## config.mk

```make
export PLATFORM = sky130hd
export DESIGN_NAME = muldiv_unit
export DESIGN_NICKNAME = d
export VERILOG_FILES = /design/src/rtl/riscv_pkg.sv /design/src/rtl/muldiv_signfix.sv /design/src/rtl/muldiv_unit.sv
export SDC_FILE = /design/constraint.sdc
export NUM_CORES = 1
export LEC_CHECK = 0
export ABC_AREA = 0
export BUFFER_PORTS_ARGS = -buffer_cell sky130_fd_sc_hd__buf_2
export CORE_MARGIN = 5
export CORE_UTILIZATION = 35
export CTS_CLUSTER_SIZE = 8
export DETAILED_ROUTE_END_ITERATION = 7
export SLEW_MARGIN = 5
export SYNTH_ARGS = -nofsm -noshare
export SYNTH_HDL_FRONTEND = slang
export SYNTH_SLANG_ARGS = --single-unit
```

## constraint.sdc

```tcl
create_clock -name clk -period 9.8 [get_ports clk]
set_input_delay 1.47 -clock clk [delete_from_list [all_inputs] [get_ports clk]]
set_output_delay 1.47 -clock clk [all_outputs]
set_load 0.005 [all_outputs]
```

## src/rtl/riscv_pkg.sv

```systemverilog
// Shared definitions for the RV32M multiply/divide unit: data width,
// funct3 op encodings and the FSM state encoding.
package riscv_pkg;

  localparam int XLEN  = 32;
  localparam int CNT_W = $clog2(XLEN);

  localparam logic [2:0] OP_MUL    = 3'b000;
  localparam logic [2:0] OP_MULH   = 3'b001;
  localparam logic [2:0] OP_MULHSU = 3'b010;
  localparam logic [2:0] OP_MULHU  = 3'b011;
  localparam logic [2:0] OP_DIV    = 3'b100;
  localparam logic [2:0] OP_DIVU   = 3'b101;
  localparam logic [2:0] OP_REM    = 3'b110;
  localparam logic [2:0] OP_REMU   = 3'b111;

  typedef enum logic [1:0] {
    ST_IDLE = 2'd0,
    ST_CALC = 2'd1,
    ST_FIN  = 2'd2
  } state_e;

  // funct3[2] separates the divide family from the multiply family
  function automatic logic is_div(input logic [2:0] op);
    return op[2];
  endfunction

endpackage

```

## src/rtl/muldiv_signfix.sv

```systemverilog
// Combinational sign correction and output-word selection. The iterative
// datapath works on magnitudes only; this block restores signs and applies
// the RV32M divide-by-zero and signed-overflow results.
module muldiv_signfix
  import riscv_pkg::*;
(
  input  logic [2*XLEN-1:0] acc,       // product, or {remainder, quotient}
  input  logic [2:0]        op,
  input  logic              neg_a,     // operand a was negative and signed
  input  logic              neg_b,     // operand b was negative and signed
  input  logic              div_zero,  // divisor was zero
  input  logic              div_ovf,   // signed 0x80000000 / -1
  input  logic [XLEN-1:0]   orig_a,    // untouched dividend, for REM by zero
  output logic [XLEN-1:0]   res
);

  logic [2*XLEN-1:0] prod_fix;
  logic [XLEN-1:0]   quo_fix;
  logic [XLEN-1:0]   rem_fix;

  // Negate magnitudes back to signed results, then pick the word for op
  always_comb begin
    prod_fix = (neg_a ^ neg_b) ? (~acc + 64'd1) : acc;
    quo_fix  = (neg_a ^ neg_b) ? (~acc[XLEN-1:0] + 32'd1) : acc[XLEN-1:0];
    // remainder follows the sign of the dividend
    rem_fix  = neg_a ? (~acc[2*XLEN-1:XLEN] + 32'd1) : acc[2*XLEN-1:XLEN];
    res      = '0;
    case (op)
      OP_MUL:                       res = prod_fix[XLEN-1:0];
      OP_MULH, OP_MULHSU, OP_MULHU: res = prod_fix[2*XLEN-1:XLEN];
      OP_DIV, OP_DIVU: begin
        if (div_zero)     res = '1;
        else if (div_ovf) res = 32'h8000_0000;
        else              res = quo_fix;
      end
      default: begin
        if (div_zero)     res = orig_a;
        else if (div_ovf) res = '0;
        else              res = rem_fix;
      end
    endcase
  end

endmodule

```

## src/rtl/muldiv_unit.sv

```systemverilog
// Iterative RV32M multiply/divide unit. Fixed 33-edge latency from
// acceptance to done: one capture edge, 32 iteration edges, then a final
// edge that registers the sign-corrected result.
//
// Handshake: a request is accepted on a rising edge where start=1, flush=0
// and busy=0. busy stays high until the unit is back in IDLE; a start seen
// while busy is dropped, not queued. done is a one-cycle pulse and result /
// rd_out are valid while it is high (and hold until the next completion).
module muldiv_unit
  import riscv_pkg::*;
(
  input  logic            clk,
  input  logic            rst,        // asynchronous, active low
  input  logic            start,
  input  logic [2:0]      op,
  input  logic [XLEN-1:0] operand_a,
  input  logic [XLEN-1:0] operand_b,
  input  logic [4:0]      rd_in,
  input  logic            flush,
  output logic            busy,
  output logic            done,
  output logic [XLEN-1:0] result,
  output logic [4:0]      rd_out,
  output logic [1:0]      dbg_state
);

  state_e state_q, state_d;

  logic [CNT_W-1:0]  cnt_q, cnt_d;
  logic [2:0]        op_q, op_d;
  logic [2*XLEN-1:0] acc_q, acc_d;      // mul: product; div: {rem, quo}
  logic [XLEN-1:0]   b_q, b_d;          // multiplicand / divisor magnitude
  logic [XLEN-1:0]   orig_a_q, orig_a_d;
  logic [4:0]        rd_q, rd_d;
  logic              neg_a_q, neg_a_d;
  logic              neg_b_q, neg_b_d;
  logic              dz_q, dz_d;
  logic              ovf_q, ovf_d;
  logic [XLEN-1:0]   result_q, result_d;
  logic [4:0]        rd_out_q, rd_out_d;
  logic              done_q, done_d;

  logic              accept;
  logic              a_signed, b_signed;
  logic              in_neg_a, in_neg_b;
  logic [XLEN-1:0]   mag_a, mag_b;
  logic [XLEN:0]     mul_sum;
  logic [XLEN:0]     div_shift;
  logic [XLEN:0]     div_diff;
  logic [2*XLEN-1:0] acc_step;
  logic [XLEN-1:0]   fix_res;

  assign accept = (state_q == ST_IDLE) && start && !flush;

  // State register
  always_ff @(posedge clk or negedge rst) begin
    if (!rst) state_q <= ST_IDLE;
    else      state_q <= state_d;
  end

  // Next-state logic; flush from CALC or FIN drops straight back to IDLE
  always_comb begin
    state_d = state_q;
    case (state_q)
      ST_IDLE: if (accept) state_d = ST_CALC;
      ST_CALC: begin
        if (flush)                                 state_d = ST_IDLE;
        else if (cnt_q == CNT_W'(XLEN - 1))        state_d = ST_FIN;
      end
      ST_FIN:  state_d = ST_IDLE;
      default: state_d = ST_IDLE;
    endcase
  end

  // FSM-derived outputs
  always_comb begin
    busy      = (state_q != ST_IDLE);
    done      = done_q;
    result    = result_q;
    rd_out    = rd_out_q;
    dbg_state = state_q;
  end

  // Operand decode at capture: signedness per op and magnitudes
  always_comb begin
    a_signed = (op == OP_MUL) || (op == OP_MULH) || (op == OP_MULHSU) ||
               (op == OP_DIV) || (op == OP_REM);
    b_signed = (op == OP_MUL) || (op == OP_MULH) ||
               (op == OP_DIV) || (op == OP_REM);
    in_neg_a = a_signed && operand_a[XLEN-1];
    in_neg_b = b_signed && operand_b[XLEN-1];
    mag_a    = in_neg_a ? (~operand_a + 32'd1) : operand_a;
    mag_b    = in_neg_b ? (~operand_b + 32'd1) : operand_b;
  end

  // One iteration: shift-add multiply or restoring shift-subtract divide
  always_comb begin
    mul_sum   = acc_q[0] ? ({1'b0, acc_q[2*XLEN-1:XLEN]} + {1'b0, b_q})
                         : {1'b0, acc_q[2*XLEN-1:XLEN]};
    div_shift = {acc_q[2*XLEN-1:XLEN], acc_q[XLEN-1]};
    div_diff  = div_shift - {1'b0, b_q};
    if (is_div(op_q)) begin
      if (!div_diff[XLEN])
        acc_step = {div_diff[XLEN-1:0], acc_q[XLEN-2:0], 1'b1};
      else
        acc_step = {div_shift[XLEN-1:0], acc_q[XLEN-2:0], 1'b0};
    end else begin
      acc_step = {mul_sum, acc_q[XLEN-1:1]};
    end
  end

  muldiv_signfix u_signfix (
    .acc      (acc_q),
    .op       (op_q),
    .neg_a    (neg_a_q),
    .neg_b    (neg_b_q),
    .div_zero (dz_q),
    .div_ovf  (ovf_q),
    .orig_a   (orig_a_q),
    .res      (fix_res)
  );

  // Datapath next values: capture in IDLE, iterate in CALC, publish in FIN
  always_comb begin
    cnt_d    = cnt_q;
    op_d     = op_q;
    acc_d    = acc_q;
    b_d      = b_q;
    orig_a_d = orig_a_q;
    rd_d     = rd_q;
    neg_a_d  = neg_a_q;
    neg_b_d  = neg_b_q;
    dz_d     = dz_q;
    ovf_d    = ovf_q;
    result_d = result_q;
    rd_out_d = rd_out_q;
    done_d   = 1'b0;
    case (state_q)
      ST_IDLE: begin
        if (accept) begin
          cnt_d    = '0;
          op_d     = op;
          acc_d    = {{XLEN{1'b0}}, mag_a};
          b_d      = mag_b;
          orig_a_d = operand_a;
          rd_d     = rd_in;
          neg_a_d  = in_neg_a;
          neg_b_d  = in_neg_b;
          dz_d     = (operand_b == '0);
          ovf_d    = ((op == OP_DIV) || (op == OP_REM)) &&
                     (operand_a == 32'h8000_0000) && (operand_b == '1);
        end
      end
      ST_CALC: begin
        if (!flush) begin
          acc_d = acc_step;
          cnt_d = cnt_q + 1'b1;
        end
      end
      ST_FIN: begin
        if (!flush) begin
          result_d = fix_res;
          rd_out_d = rd_q;
          done_d   = 1'b1;
        end
      end
      default: ;
    endcase
  end

  // Datapath registers
  always_ff @(posedge clk or negedge rst) begin
    if (!rst) begin
      cnt_q    <= '0;
      op_q     <= '0;
      acc_q    <= '0;
      b_q      <= '0;
      orig_a_q <= '0;
      rd_q     <= '0;
      neg_a_q  <= 1'b0;
      neg_b_q  <= 1'b0;
      dz_q     <= 1'b0;
      ovf_q    <= 1'b0;
      result_q <= '0;
      rd_out_q <= '0;
      done_q   <= 1'b0;
    end else begin
      cnt_q    <= cnt_d;
      op_q     <= op_d;
      acc_q    <= acc_d;
      b_q      <= b_d;
      orig_a_q <= orig_a_d;
      rd_q     <= rd_d;
      neg_a_q  <= neg_a_d;
      neg_b_q  <= neg_b_d;
      dz_q     <= dz_d;
      ovf_q    <= ovf_d;
      result_q <= result_d;
      rd_out_q <= rd_out_d;
      done_q   <= done_d;
    end
  end

endmodule

```

==> impl.org <==
** Logic synthesis
- Of all cell types, the one taking the most synthesized area is sky130_fd_sc_hd__dfrtp_1.
- The synthesized netlist occupies a cell area of 0.01604 mm².
- After synthesis, the cell types taking the most area are sky130_fd_sc_hd__dfrtp_1, sky130_fd_sc_hd__nand2_1, sky130_fd_sc_hd__xnor2_1.
- Sequential elements use 28.86% of the synthesized area.
- Of the post-synthesis cell area, the dominant cell type holds 28.86%.
- Number of distinct standard cells referenced by the synthesized netlist :: 72
- In the synthesized netlist the async set-or-reset flop fraction comes to 100.0%.
- Synth warn :: 0
- Post-synthesis net count :: 2207
- Mean cell area of the mapped netlist :: 7.795 µm²
- After synthesis the netlist holds a flip-flop and latch count of 185.
- Number of enable flip-flop cells after synthesis :: 0
- Gate count after technology mapping :: 2058
- Synth Flop Type :: sky130_fd_sc_hd__dfrtp_1

** STA
- Once routing completed, OpenROAD measured the worst setup slack at 5.739 ns.
- After layout, the worst path uses 41.44% of the clock period.
- The count of pins over their slew limit is 0.
- Fin crit period :: 4.061 ns
- Normalized max-slew margin :: 26.96%
- The number of failing hold endpoints at the final stage was 0.
- Setup clock skew after layout :: 0.01607 ns
- Setup violations remaining at the end of the flow were counted as 0.
- For this run, the top clock speed supported by timing is 0.2462 GHz.
- Setup repair after global routing missed its margin :: no
- Adding up every negative setup slack in the final design gives 0 ns.
- At the pin with the least slew margin, the transition time is 1.096 ns.

** GRT
- Entering global routing, the biggest net connects 84 pins.
- The first global-routing pass estimated 86650 µm of wire.
- The number of global-route vias before repair was 14.77k.
- After global routing the overflow that remains totals 0.
- Number of antenna violations at the first check in global routing :: 1
- Global routing used 21.60% of the available tracks.

** Worst setup path
- Data arrives at the worst endpoint at 4.38 ns.
- The worst register-to-register path ends at acc_q[51]$_DFFE_PN0P_.
- Endpoint kind of the worst setup timing path :: flop
- The critical path ends at acc_q[51]$_DFFE_PN0P_.
- Flop2flop setup slack :: 5.74 ns
- Data on the critical path is required at its endpoint by 10.12 ns.
- For the worst flop-to-flop path, the logic depth is 12.
- R2R Path Start :: acc_q[32]$_DFFE_PN0P_
- Along the worst path, the maximum fanout reaches 24.
- Crit path launch :: acc_q[32]$_DFFE_PN0P_
- The worst setup path is launched from a flop.
- Category of the critical setup timing path :: reg -> reg

** Die
- Rows :: 78
- 117 I/O pins were placed.
- The total area inside the core boundary comes to 0.04538 mm².
- Full die area :: 0.05022 mm²
- Once the floorplan was initialized, standard cells occupied 35.35% of the core.
- Measured along the x axis, the die boundary spans 224.1 µm.
- The die is 224.1 µm tall.

** Place
- The wire-length estimate of the detail-placed layout is 40830 µm.
- Before CTS, the worst setup slack after placement is 5.452 ns.
- Final Wtd Congestion :: 0.9420
- Buffers on Ports :: 116

** Clocking
- H-tree level count :: 4
- Clock latency reported for the late side of the worst-skew pair :: 0.48 ns
- Counting along the longest clock path gives a buffer depth of 2.
- After clock tree synthesis, the clock-pin slew on the worst setup and hold paths is 0.08 ns.
- The number of setup buffers added after CTS is 0.
- In this run the clock root is driven by a sky130_fd_sc_hd__clkbuf_16.
- TritonCTS clock tree :: done
- The number of gates resized after CTS was 0.
- For this design, the CTS-stage hold fixing added 0 buffers.
- TritonCTS created 17 clock buffers.
- Clk sink count :: 185

** Power and ir drop
- Per report_power, the combinational group accounts for 57.6% of the total.
- Net switching is 49.32% of the power.
- The analysis attributes to net switching a power of 2418 µW.
- The internal power of the cells totals 2485 µW.
- IR analysis of the VDD net gives a maximum drop of 0.1504 mV.
- The clock network accounts for 15.6% of the total power.
- Power spread over the standard cell area amounts to 278.2 mW/mm².
- Leakage dissipation :: 0.007839 µW
- Proportion of power drawn by flip-flops and latches :: 26.8%

** Finish
- Diode insertion count for antenna repair :: 0
- Sequential Area :: 0.004632 mm²
- Post-layout nets :: 2207
- In the final layout, the multi-input gates occupy 0.01060 mm².
- Share of final-layout standard cells stronger than drive strength 1 :: 9.995%
- Number of inserted filler cells in the final layout :: 4761
- Synth-to-Final Area Change :: 9.834%

** Route
- After detailed routing, the total wire length is 55220 µm.
- The first detailed-routing pass took 7 iterations.
- Detailed routing inserted a total of 15.51k vias.
- DRC violation count after routing :: 0
- The first routing iteration left 1480 violations.
- After detailed routing, the number of vias per cell comes to 5.808.
- In the final routed layout, each cell accounts on average for 20.67 µm.
- In this run the remaining antenna-violating nets after routing total 0.

** Hold path
- Worst min-delay path category :: reg -> reg

** Run status
- The flow ran to the end, and the final reports show no timing, DRC or antenna violations.

** Flow run
- Number of violations of the max-capacitance limit :: 0
registers in the layout, indices dropped and copies added, names as in the netlist:
signal	flops
done	1
dz_q	1
rd_out	5
neg_b_q	1
acc_q	64
b_q	32
cnt_q	5
result	32
ovf_q	1
op_q	3
dbg_state	2
orig_a_q	32
neg_a_q	1
rd_q	5
synthesized netlist by cell type (4+ instances only):
cell and instances:
sky130_fd_sc_hd__nand2_1 342, sky130_fd_sc_hd__dfrtp_1 185, sky130_fd_sc_hd__o21ai_0 172, sky130_fd_sc_hd__clkbuf_1 149
sky130_fd_sc_hd__nor2_1 135, sky130_fd_sc_hd__xnor2_1 121, sky130_fd_sc_hd__a21oi_1 113, sky130_fd_sc_hd__xor2_1 78
sky130_fd_sc_hd__ha_1 71, sky130_fd_sc_hd__inv_1 67, sky130_fd_sc_hd__a221oi_1 63, sky130_fd_sc_hd__mux2i_1 61
sky130_fd_sc_hd__nor3_1 46, sky130_fd_sc_hd__a211oi_1 41, sky130_fd_sc_hd__a21o_1 39, sky130_fd_sc_hd__o31ai_1 30
sky130_fd_sc_hd__a31oi_1 25, sky130_fd_sc_hd__nand3_1 23, sky130_fd_sc_hd__nand4_1 20, sky130_fd_sc_hd__or3_1 19
sky130_fd_sc_hd__nor4_1 18, sky130_fd_sc_hd__nor2b_1 17, sky130_fd_sc_hd__nand2b_1 16, sky130_fd_sc_hd__o41ai_1 16
sky130_fd_sc_hd__o211ai_1 15, sky130_fd_sc_hd__and2_1 13, sky130_fd_sc_hd__o21a_1 13, sky130_fd_sc_hd__and3_1 12
sky130_fd_sc_hd__or4_1 11, sky130_fd_sc_hd__a22o_1 10, sky130_fd_sc_hd__o221ai_1 10, sky130_fd_sc_hd__or2_2 9
sky130_fd_sc_hd__a211o_1 7, sky130_fd_sc_hd__a311oi_1 7, sky130_fd_sc_hd__buf_1 6, sky130_fd_sc_hd__o31a_1 6
sky130_fd_sc_hd__and4_1 5, sky130_fd_sc_hd__nand3b_1 5, sky130_fd_sc_hd__o21bai_1 4
layout make-up:
| type | instances | area share, % |
|---|---|---|
| Sequential cell | 185 | 26.29 |
| Clock inverter | 13 | 1.044 |
| Clock buffer | 19 | 2.457 |
| Inverter | 68 | 1.449 |
| Multi-Input combinational cell | 1647 | 60.18 |
| Tap cell | 600 | 4.260 |
| Timing Repair Buffer | 139 | 4.324 |
layer usage:
metal,vias up,GRT usage [%],wire [µm]
met5,-,0,0
met4,0,6.897,1637
met3,90,3.394,3565
met2,567,32.83,24240
met1,7462,31.46,25780
li1,7393,-,-
critical path: stages (launching register included):
cell                        delay [ns]
sky130_fd_sc_hd__dfrtp_1          0.59
sky130_fd_sc_hd__inv_1            0.21
sky130_fd_sc_hd__fa_1             0.48
sky130_fd_sc_hd__nand2b_1         0.18
sky130_fd_sc_hd__a21oi_1          0.28
sky130_fd_sc_hd__o211ai_1         0.29
sky130_fd_sc_hd__a21oi_1          0.26
sky130_fd_sc_hd__nor4_1           0.09
sky130_fd_sc_hd__and3b_1          0.58
sky130_fd_sc_hd__buf_4            0.44
sky130_fd_sc_hd__mux2i_1          0.26
sky130_fd_sc_hd__a2bb2oi_1        0.16
sky130_fd_sc_hd__o21ai_0          0.10
power groups by stage:
stage          sequential (µW)  combinational (µW)  clock, µW
5_1_grt                   1340                3120        801
6_report                  1310                2820        765
4_1_cts                   1300                2780        771
2_1_floorplan             1040                2300          0
3_3_place_gp              1310                2740          0
3_5_place_dp              1310                2760          0
cells by family after synthesis:
family / synth area share (%)
flip-flops: 28.86
adder cells (fa/ha/maj): 5.787
XOR/XNOR: 10.86
multiplexers: 4.017
buffers and inverters: 5.428
AO/OA/AOI/OAI: 25.13
AND/OR/NAND/NOR: 19.92
how the worst min path moves through the flow:
stage	from	end	slack (ns)	depth (start not counted)
global placement	rd_q[4]$_DFFE_PN0P_	rd_out[4]$_DFFE_PN0P_	0.45	2
floorplan	rd_q[0]$_DFFE_PN0P_	rd_out[0]$_DFFE_PN0P_	0.44	2
global route	rd_q[0]$_DFFE_PN0P_	rd_out[0]$_DFFE_PN0P_	0.50	2
detailed placement	rd_q[4]$_DFFE_PN0P_	rd_out[4]$_DFFE_PN0P_	0.45	2
CTS	rd_q[4]$_DFFE_PN0P_	rd_out[4]$_DFFE_PN0P_	0.47	2
finish	rd_q[4]$_DFFE_PN0P_	rd_out[4]$_DFFE_PN0P_	0.47	2
through the flow:
step	std cells	hold WS [ns]	util, %	power (µW)	instance area (µm²)
after detailed placement	2639	0.4539	37.47	4077	17000
after global placement	2639	0.4489	37.47	4045	17000
after floorplan	2058	0.4386	-	3341	16040
after CTS	2671	0.4725	38.83	4849	17620
final	2671	0.4745	38.83	4902	17620
after global routing	2671	0.5012	38.83	5265	17620
cells in the final DEF (no fill, tap or decap), drive strengths merged, types with 39 or more instances in the layout:
master	Yosys	final
a221oi	63	63
xnor2	121	121
o21ai	173	173
mux2i	61	61
ha	71	71
a21o	39	39
a211oi	41	41
xor2	78	78
nor3	46	46
dfrtp	185	185
nor2	135	135
inv	68	73
a21oi	113	113
nand2	342	342
buf	9	138
Power figures use the tool's default switching activity.
